$ cat src/rtl/nrisc_boot_loader.sv
// Loads a framed byte stream (A5, LEN_H, LEN_L, payload, XOR checksum) into instruction memory, then releases the core.
// Latency: imem_we fires one cycle after a word's last byte is accepted; done/err follow the deciding byte by one cycle.
// Backpressure: none while receiving (rx_ready high in every receive state); rx_ready drops in RUN/ERR until reload.
module nrisc_boot_loader #(
    parameter int TAM     = 16,
    parameter int N_IData = 8
) (
    input  logic               clk,
    input  logic               rst,
    input  logic [7:0]         rx_data,
    input  logic               rx_valid,
    output logic               rx_ready,
    input  logic               reload,
    output logic [N_IData-1:0] imem_addr,
    output logic [TAM-1:0]     imem_data,
    output logic               imem_we,
    output logic               core_hold,
    output logic               done,
    output logic               err
);
    localparam int BPW = TAM / 8;
    localparam int BCW = (BPW > 1) ? $clog2(BPW) : 1;
    localparam int SHW = (TAM > 8) ? TAM - 8 : 1;

    typedef enum logic [2:0] {
        S_IDLE, S_LEN_H, S_LEN_L, S_DATA, S_CHK, S_RUN, S_ERR
    } state_t;

    state_t           state, state_nxt;
    logic [7:0]       len_h;
    logic [15:0]      len;
    logic [N_IData:0] word_idx;
    logic [BCW-1:0]   byte_cnt;
    logic [SHW-1:0]   word_sh;
    logic [7:0]       xor_acc;

    logic             take;
    logic             last_byte;
    logic             last_word;
    logic [15:0]      len_full;
    logic [TAM-1:0]   word_nxt;

    assign take      = rx_valid & rx_ready;
    assign last_byte = (byte_cnt == BCW'(BPW - 1));
    assign last_word = ((32'(word_idx) + 32'd1) == 32'(len));
    assign len_full  = {len_h, rx_data};
    // Only the low TAM-8 bits need keeping: the oldest byte leaves on the word's last byte.
    assign word_nxt  = TAM'({word_sh, rx_data});

    always_comb begin
        state_nxt = state;
        case (state)
            S_IDLE:  if (take && rx_data == 8'hA5) state_nxt = S_LEN_H;
            S_LEN_H: if (take) state_nxt = S_LEN_L;
            S_LEN_L: if (take) begin
                if (32'(len_full) > (32'd1 << N_IData)) state_nxt = S_ERR;
                else if (len_full == 16'd0)            state_nxt = S_CHK;
                else                                   state_nxt = S_DATA;
            end
            S_DATA:  if (take && last_byte && last_word) state_nxt = S_CHK;
            S_CHK:   if (take) state_nxt = (rx_data == xor_acc) ? S_RUN : S_ERR;
            S_RUN,
            S_ERR:   if (reload) state_nxt = S_IDLE;
            default: state_nxt = S_IDLE;
        endcase
    end

    // Status outputs are registered from the next state so they change one cycle after the deciding event.
    always_ff @(posedge clk or negedge rst) begin
        if (!rst) begin
            state     <= S_IDLE;
            rx_ready  <= 1'b0;
            core_hold <= 1'b1;
            done      <= 1'b0;
            err       <= 1'b0;
        end else begin
            state     <= state_nxt;
            rx_ready  <= (state_nxt != S_RUN) && (state_nxt != S_ERR);
            core_hold <= (state_nxt != S_RUN);
            done      <= (state_nxt == S_RUN);
            err       <= (state_nxt == S_ERR);
        end
    end

    always_ff @(posedge clk or negedge rst) begin
        if (!rst) begin
            len_h     <= '0;
            len       <= '0;
            word_idx  <= '0;
            byte_cnt  <= '0;
            word_sh   <= '0;
            xor_acc   <= '0;
            imem_we   <= 1'b0;
            imem_addr <= '0;
            imem_data <= '0;
        end else begin
            imem_we <= 1'b0;
            case (state)
                S_IDLE: begin
                    word_idx <= '0;
                    byte_cnt <= '0;
                    word_sh  <= '0;
                    xor_acc  <= '0;
                end
                S_LEN_H: if (take) len_h <= rx_data;
                S_LEN_L: if (take) len <= len_full;
                S_DATA: if (take) begin
                    xor_acc <= xor_acc ^ rx_data;
                    if (last_byte) begin
                        imem_we   <= 1'b1;
                        imem_data <= word_nxt;
                        imem_addr <= word_idx[N_IData-1:0];
                        word_idx  <= word_idx + 1'b1;
                        byte_cnt  <= '0;
                        word_sh   <= '0;
                    end else begin
                        word_sh  <= word_nxt[SHW-1:0];
                        byte_cnt <= byte_cnt + 1'b1;
                    end
                end
                default: ;
            endcase
        end
    end
endmodule
$ cat config.mk
export PLATFORM = sky130hd
export DESIGN_NAME = nrisc_boot_loader
export DESIGN_NICKNAME = d
export VERILOG_FILES = /design/src/rtl/nrisc_boot_loader.sv
export SDC_FILE = /design/constraint.sdc
export NUM_CORES = 1
export LEC_CHECK = 0
export BUFFER_PORTS_ARGS = -buffer_cell sky130_fd_sc_hd__buf_2
export CAP_MARGIN = 5
export CORE_MARGIN = 4
export CORE_UTILIZATION = 30
export DETAILED_ROUTE_END_ITERATION = 16
export GPL_TIMING_DRIVEN = 0
export SYNTH_ARGS = -nofsm -noshare
export SYNTH_HDL_FRONTEND = slang
export SYNTH_SLANG_ARGS = --single-unit
$ cat constraint.sdc
create_clock -name clk -period 2.65 [get_ports clk]
set_input_delay 0.1325 -clock clk [delete_from_list [all_inputs] [get_ports clk]]
set_output_delay 0.1325 -clock clk [all_outputs]
set_load 0.1 [all_outputs]
== Yosys cells after proc, flatten, opt, wreduce, memory -nomap -nowiden ==
Cells that the tools add are included.
Widths: inputs -> output; s select.
Storage, ports and cells
  word-level logic and storage cells: 72
  output and inout port bits: 29
  register bits after elaboration: 82
  input port bits: 12
Operators by class
  bitwise logic cells: 2
  muxes and demuxes: 24
  $add $sub $neg: 3
  reductions and logical operators: 13
  magnitude comparators: 1
  equal/unequal tests: 15
Operators by type and width (count)
  $pmux 8 s2: 2
  $mux 3: 8
  $mux 8: 3
  $mux 9: 2
  $pmux 3 s6: 1
  $pmux 9 s2: 1
  $eq 10x16->1: 1
  $gt 16x9->1 const B: 1
  $logic_not 16->1: 1
  $eq 3x3->1 const B: 5
  $add 9x1->10 const B: 1
  $add 9x1->9 const B: 1
  $eq 8x8->1: 1
  $eq 8x8->1 const B: 1
  $xor 8x8->8: 1
  $eq 3x2->1 const B: 2
  $ne 3x3->1 const B: 2
  $reduce_and 2->1: 3
  $reduce_and 3->1: 2
  $mux 1: 5
  $logic_and 1x1->1: 4
  $ne 2x2->1 const B: 2
  $eq 3x1->1 const B: 1
  $logic_not 3->1: 1
  6 further kinds: 6

== Logic depth before layout (Yosys ltp) ==
  word-level depth: 7
  gate-level depth with buffers: 9
  depth with buffers taken out: 7

== Worst setup path after synthesis ==
OpenSTA, ideal clock, no wires.
  kind: reg2reg
  from: reg rx_ready
  to: reg len[0]
  data required time: 2525 ps
  path slack: -21 ps
  arrival time: 2546 ps
  path buffers: 1
  cell stages (with the launch flop): 5
  cells stage by stage: dfrtp_1 > nand2_1 > nor3_2 > clkbuf_1 > mux2_2
Between the ends
  cells in the longest elaborated chain, start to end: 2
Ends and longest elaborated chain
  from (decl): line 12  | output logic rx_ready,
  from (signal assigned): line 78  | rx_ready <= (state_nxt != S_RUN) && (state_nxt != S_ERR);
  $and 1x1->1: line 43  | assign take = rx_valid & rx_ready;
  $reduce_and 2->1 (no line)
  to (signal assigned): line 106  | S_LEN_L: if (take) len <= len_full;
  to (decl): line 31  | logic [15:0] len;
No other way between the ends.
A chain may end at the register's enable or synchronous reset.

== Worst setup path in the final report ==
  from: reg state[1]
  to: reg word_idx[3]
Between the ends
  cells in the longest elaborated chain, start to end: 3
Ends and longest elaborated chain
  from (decl): line 29  | state_t state, state_nxt;
  from (signal assigned): line 77  | state <= state_nxt;
  $eq 3x2->1 / $logic_not 3->1 (equally long branches): line 98  | case (state)
  $ne 2x2->1 (no line) / $reduce_bool 2->1 (equally long branches)
  $reduce_and 3->1 (no line)
  to (signal assigned): line 113  | word_idx <= word_idx + 1'b1;
  to (decl): line 32  | logic [N_IData:0] word_idx;
Parallel ways exist; a longest one is shown, timed or not.

==> summary.md <==
| Metric | Value |
|---|---|
| Result of the run | `finished clean` |
| Endpoint of the worst hold path | `imem_data[4]$_DFFE_PN0P_` |
| Setup repair after global routing missed its margin | `false` |
| Cell type with the highest aggregate area in the netlist | `sky130_fd_sc_hd__dfrtp_1` |
| Period Utilization, post-route | `92.9%` |
| Worst-skew pair later-pin latency | `0.35 ns` |
| Total instance count after detailed placement | `slightly below 600` |
| Instance count on the critical path | `8` |
| Maximum frequency from static timing analysis | `approximately 0.4 GHz` |
| CP Max Fanout | `10` |
| Ys flop type | `sky130_fd_sc_hd__dfrtp_1` |
| Part of the total power dissipated in combinational logic | `approximately 36%` |
| Setup slack of the worst register-to-register path | `0.19 ns` |
| Number of flops mapped to enable cells by yosys | `0` |
| Total negative slack for setup checks | `0 ns` |
| Fraction of registers with async set/reset | `100%` |
| WP buf/inv | `3` |
| Fill cells | `approximately 1300` |
| Max Root-Sink Buffers | `2` |
| Register area | `2050 µm²` |
| Core footprint | `roughly 13000 µm²` |
| Arrival time of the worst setup path | `2.71 ns` |
| Cell types with the highest counts after synthesis | `95 x sky130_fd_sc_hd__nand2_1, 81 x sky130_fd_sc_hd__dfrtp_1, 37 x sky130_fd_sc_hd__o21ai_0` |
| Class of the worst hold path | `in -> reg` |
| Count of cells along the worst hold path | `3` |
| TritonCTS clock tree | `built` |
| Critical setup path kind | `reg -> reg` |
| DIE AREA | `14700 µm²` |
| Site row count | `41` |
| Proportion of layout cells with a drive suffix above 1 | `20.7%` |
| Vias per cell | `4.78` |
| Number of iterations in the first detailed-routing pass | `4` |
| Die extent in y | `121 µm` |
| Net Count, Synth | `slightly above 400` |
| Number of vias after detailed routing | `2923` |
| Overall track demand over capacity in global routing | `12.9%` |
| CTS buffer count | `9` |
| Count of final setup violators | `0` |
| Per-cell routed wire length | `14.6 µm` |
| Internal cell power | `2.82 mW` |
| Cell at the root of the clock tree | `sky130_fd_sc_hd__clkbuf_16` |
| Yosys Warn Count | `0` |
| Fin Clk Skew | `0.0103 ns` |
| Clock sink total | `slightly above 80` |
| Proportion of netlist area held by the largest area contributor | `between 50% and 60%` |
| Final slew viol count | `0` |
| Max-cap violation count | `0` |
| Number of resized instances in the post-cts repair step | `0` |
| Final worst path period need | `2.46 ns` |
| Unique cell type count in the Yosys netlist | `54` |
| IO buf count | `32` |
| Final hold viol count | `0` |
| Static leakage | `2.08 nW` |
| Cell type with the highest occurrence count on the critical path | `sky130_fd_sc_hd__clkbuf_1` |
| Global-route wire length before repair | `14900 µm` |
| Initial antenna violation count | `0` |
| Rel. slew slack | `roughly 43%` |
| Final Wtd Congestion | `between 0.8 and 0.9` |
| Delay of the slowest cell on the worst path | `0.74 ns` |
| Critical Path Start Type | `register` |
| Total overflow reported by the global router | `0` |
| Hpwl dp | `6320 µm` |
| Worst Min Path Start | `rx_data[4]` |
| Vias in the first global route | `just under 3000` |
| Netlist Area Pre-Place | `3860 µm²` |
| Critical R2R Capture | `word_idx[3]$_DFFE_PN0P_` |
| Die extent in x | `121 µm` |
| # DRC | `0` |
| Number of I/O pins | `41` |
| Maximum VDD drop | `329 µV` |
| Sort of element at the end of the critical path | `register` |
| Initial detailed-routing violation count | `277` |
| Largest net degree at the start of global routing | `44` |
| Deepest level of the CTS H-tree | `3` |
| Buffers inserted by post-CTS timing repair | `0` |
| Cell types occupying the most area after synthesis | `sky130_fd_sc_hd__dfrtp_1 53%, sky130_fd_sc_hd__nand2_1 9.2%, sky130_fd_sc_hd__mux2_2 6.4%` |
| Launch point of the worst reg-to-reg path | `state[1]$_DFF_PN0_` |
| Seq/Total Area, Yosys | `53.2%` |
| Post-synthesis sequential element count | `82` |
| Required @ worst endpoint | `2.90 ns` |
| Worst path top cell family by delay | `compound AO/OA/AOI/OAI gates` |
| Slowest cell on crit path | `sky130_fd_sc_hd__o21bai_1` |
| Clk network pwr share | `24.8%` |
| Mean Syn Cell Area | `9.87 µm²` |
| Area growth, synth to finish | `17.7%` |
| Gate count after technology mapping | `391` |
| Clock-pin transition on the worst setup and hold timing paths | `0.06 ns` |
| Total wire length after detailed routing | `approximately 8900 µm` |
| Filler-free cell count of the finished design | `612` |
| Switching power | `1.95 mW` |
| Pwr Density | `1050 nW/µm²` |
| Post-route antenna net violation count | `0` |
| Sequential cell fraction of total power | `39.1%` |
| Starting Density | `between 30% and 40%` |
| Antenna diode count | `0` |
| Layout net count | `448` |
| Depth of the worst register-to-register path | `8` |
| Most numerous cell in the Yosys netlist | `sky130_fd_sc_hd__nand2_1` |
| Actual transition at the worst max-transition pin | `between 0.8 and 0.9 ns` |
| Multi-input gate area | `~1700 µm²` |
| CP Cell Sequence | `clkbuf_2, and2_0, clkbuf_1, nand2b_1, clkbuf_1, o21bai_1, o21ai_0, o31ai_1` |
| Fraction of power spent switching nets | `about two fifths` |
logic make-up (layout without fill, tap and decap cells):
family	Yosys count	after routing	synth area share (%)
compound gates	71	71	12.2
mux	22	22	6.42
buf+inv	33	82	3.37
xor+xnor	20	20	4.99
fa+ha+maj	1	1	0.324
simple gates	162	162	19.5
flops	82	82	53.2
registers in the layout, summed over array words and instances (netlist names):
name and cells:
imem_data 16, len 16, word_idx 9, imem_addr 8, len_h 8, word_sh 8
xor_acc 8, state 3, byte_cnt 1, core_hold 1, done 1, err 1
imem_we 1, rx_ready 1
per-stage QoR:
stage / area [µm²] / worst slack [ns] / power [mW] / util, % / hold WS, ns
after floorplan: 3860 / 0.335 / 3.21 / - / -0.163
after global placement: 4240 / 0.132 / 3.56 / 33.6 / 0.453
after detailed placement: 4260 / 0.0903 / 3.61 / 33.7 / 0.150
after CTS: 4550 / 0.0656 / 4.81 / 36.0 / 0.203
after global routing: 4540 / 0.0235 / 5.03 / 36.0 / 0.230
final: 4540 / 0.187 / 4.77 / 36.0 / 0.207
worst max path at each step:
stage                             from                         to  slack (ns)
floorplan           rx_ready$_DFF_PN0_         len[0]$_DFFE_PN0P_        0.33
detailed placement  state[1]$_DFF_PN0_   imem_data[7]$_DFFE_PN0P_        0.09
global placement    state[1]$_DFF_PN0_  imem_data[12]$_DFFE_PN0P_        0.13
finish              state[1]$_DFF_PN0_    word_idx[3]$_DFFE_PN0P_        0.19
CTS                 state[1]$_DFF_PN0_   imem_data[7]$_DFFE_PN0P_        0.07
global route        state[1]$_DFF_PN0_   imem_data[7]$_DFFE_PN0P_        0.02
cell usage in the layout (no fill, tap or decap), types with 2 or more instances in the layout:
cell	n
sky130_fd_sc_hd__a21oi_1	7
sky130_fd_sc_hd__a22o_1	8
sky130_fd_sc_hd__and2_0	2
sky130_fd_sc_hd__and3_1	2
sky130_fd_sc_hd__and4_2	2
sky130_fd_sc_hd__buf_2	34
sky130_fd_sc_hd__clkbuf_1	20
sky130_fd_sc_hd__clkbuf_16	9
sky130_fd_sc_hd__clkbuf_2	2
sky130_fd_sc_hd__clkinvlp_4	2
sky130_fd_sc_hd__dfrtp_1	80
sky130_fd_sc_hd__inv_1	7
sky130_fd_sc_hd__inv_6	3
sky130_fd_sc_hd__mux2_2	22
sky130_fd_sc_hd__nand2_1	95
sky130_fd_sc_hd__nand2b_1	4
sky130_fd_sc_hd__nand3_1	10
sky130_fd_sc_hd__nand4_1	3
sky130_fd_sc_hd__nor2_1	18
sky130_fd_sc_hd__nor2b_1	2
sky130_fd_sc_hd__nor3_1	5
sky130_fd_sc_hd__nor3_2	2
sky130_fd_sc_hd__nor3b_1	4
sky130_fd_sc_hd__nor4_1	4
sky130_fd_sc_hd__o21ai_0	37
sky130_fd_sc_hd__o21bai_1	2
sky130_fd_sc_hd__o31ai_1	2
sky130_fd_sc_hd__xnor2_1	15
sky130_fd_sc_hd__xor2_1	4
power by group through the flow:
stage / Clock (mW) / Sequential, mW / Combinational [mW]
after global routing: 1.26 / 1.91 / 1.86
after global placement: 0 / 1.87 / 1.69
after CTS: 1.21 / 1.87 / 1.73
after floorplan: 0 / 2.35 / 0.863
final: 1.18 / 1.87 / 1.72
after detailed placement: 0 / 1.89 / 1.72
layout make-up:
cell class	count	share of cell area (%)
clock inverters	6	1.10
multi-input cells	276	36.9
inverters	7	0.578
plain buffers	25	2.20
flip-flops and latches	82	45.2
clock buffers	10	5.04
repair buffers	34	4.24
well taps	172	4.74
per-layer routing:
metal	wire length (µm)	part of all wire [%]	vias up	GRT usage (%)
met5	0	0	-	0
met4	97	1.1	0	3.64
li1	-	-	1424	-
met3	388	4.3	11	4.15
met2	4350	49	60	21.3
met1	4090	46	1428	16.3
what timing repair did:
item / in CTS / in global routing
setup endpoints to repair: 0 / 10
endpoints found under the hold margin: 38 / 0
hold buffers: 1 / 0
worst min-delay path, delay by kind of cell:
family	cells	cell delay, ns
buf+inv	1	0.21
simple gates	2	0.16
Note: power is estimated with default switching activity, not from simulation.
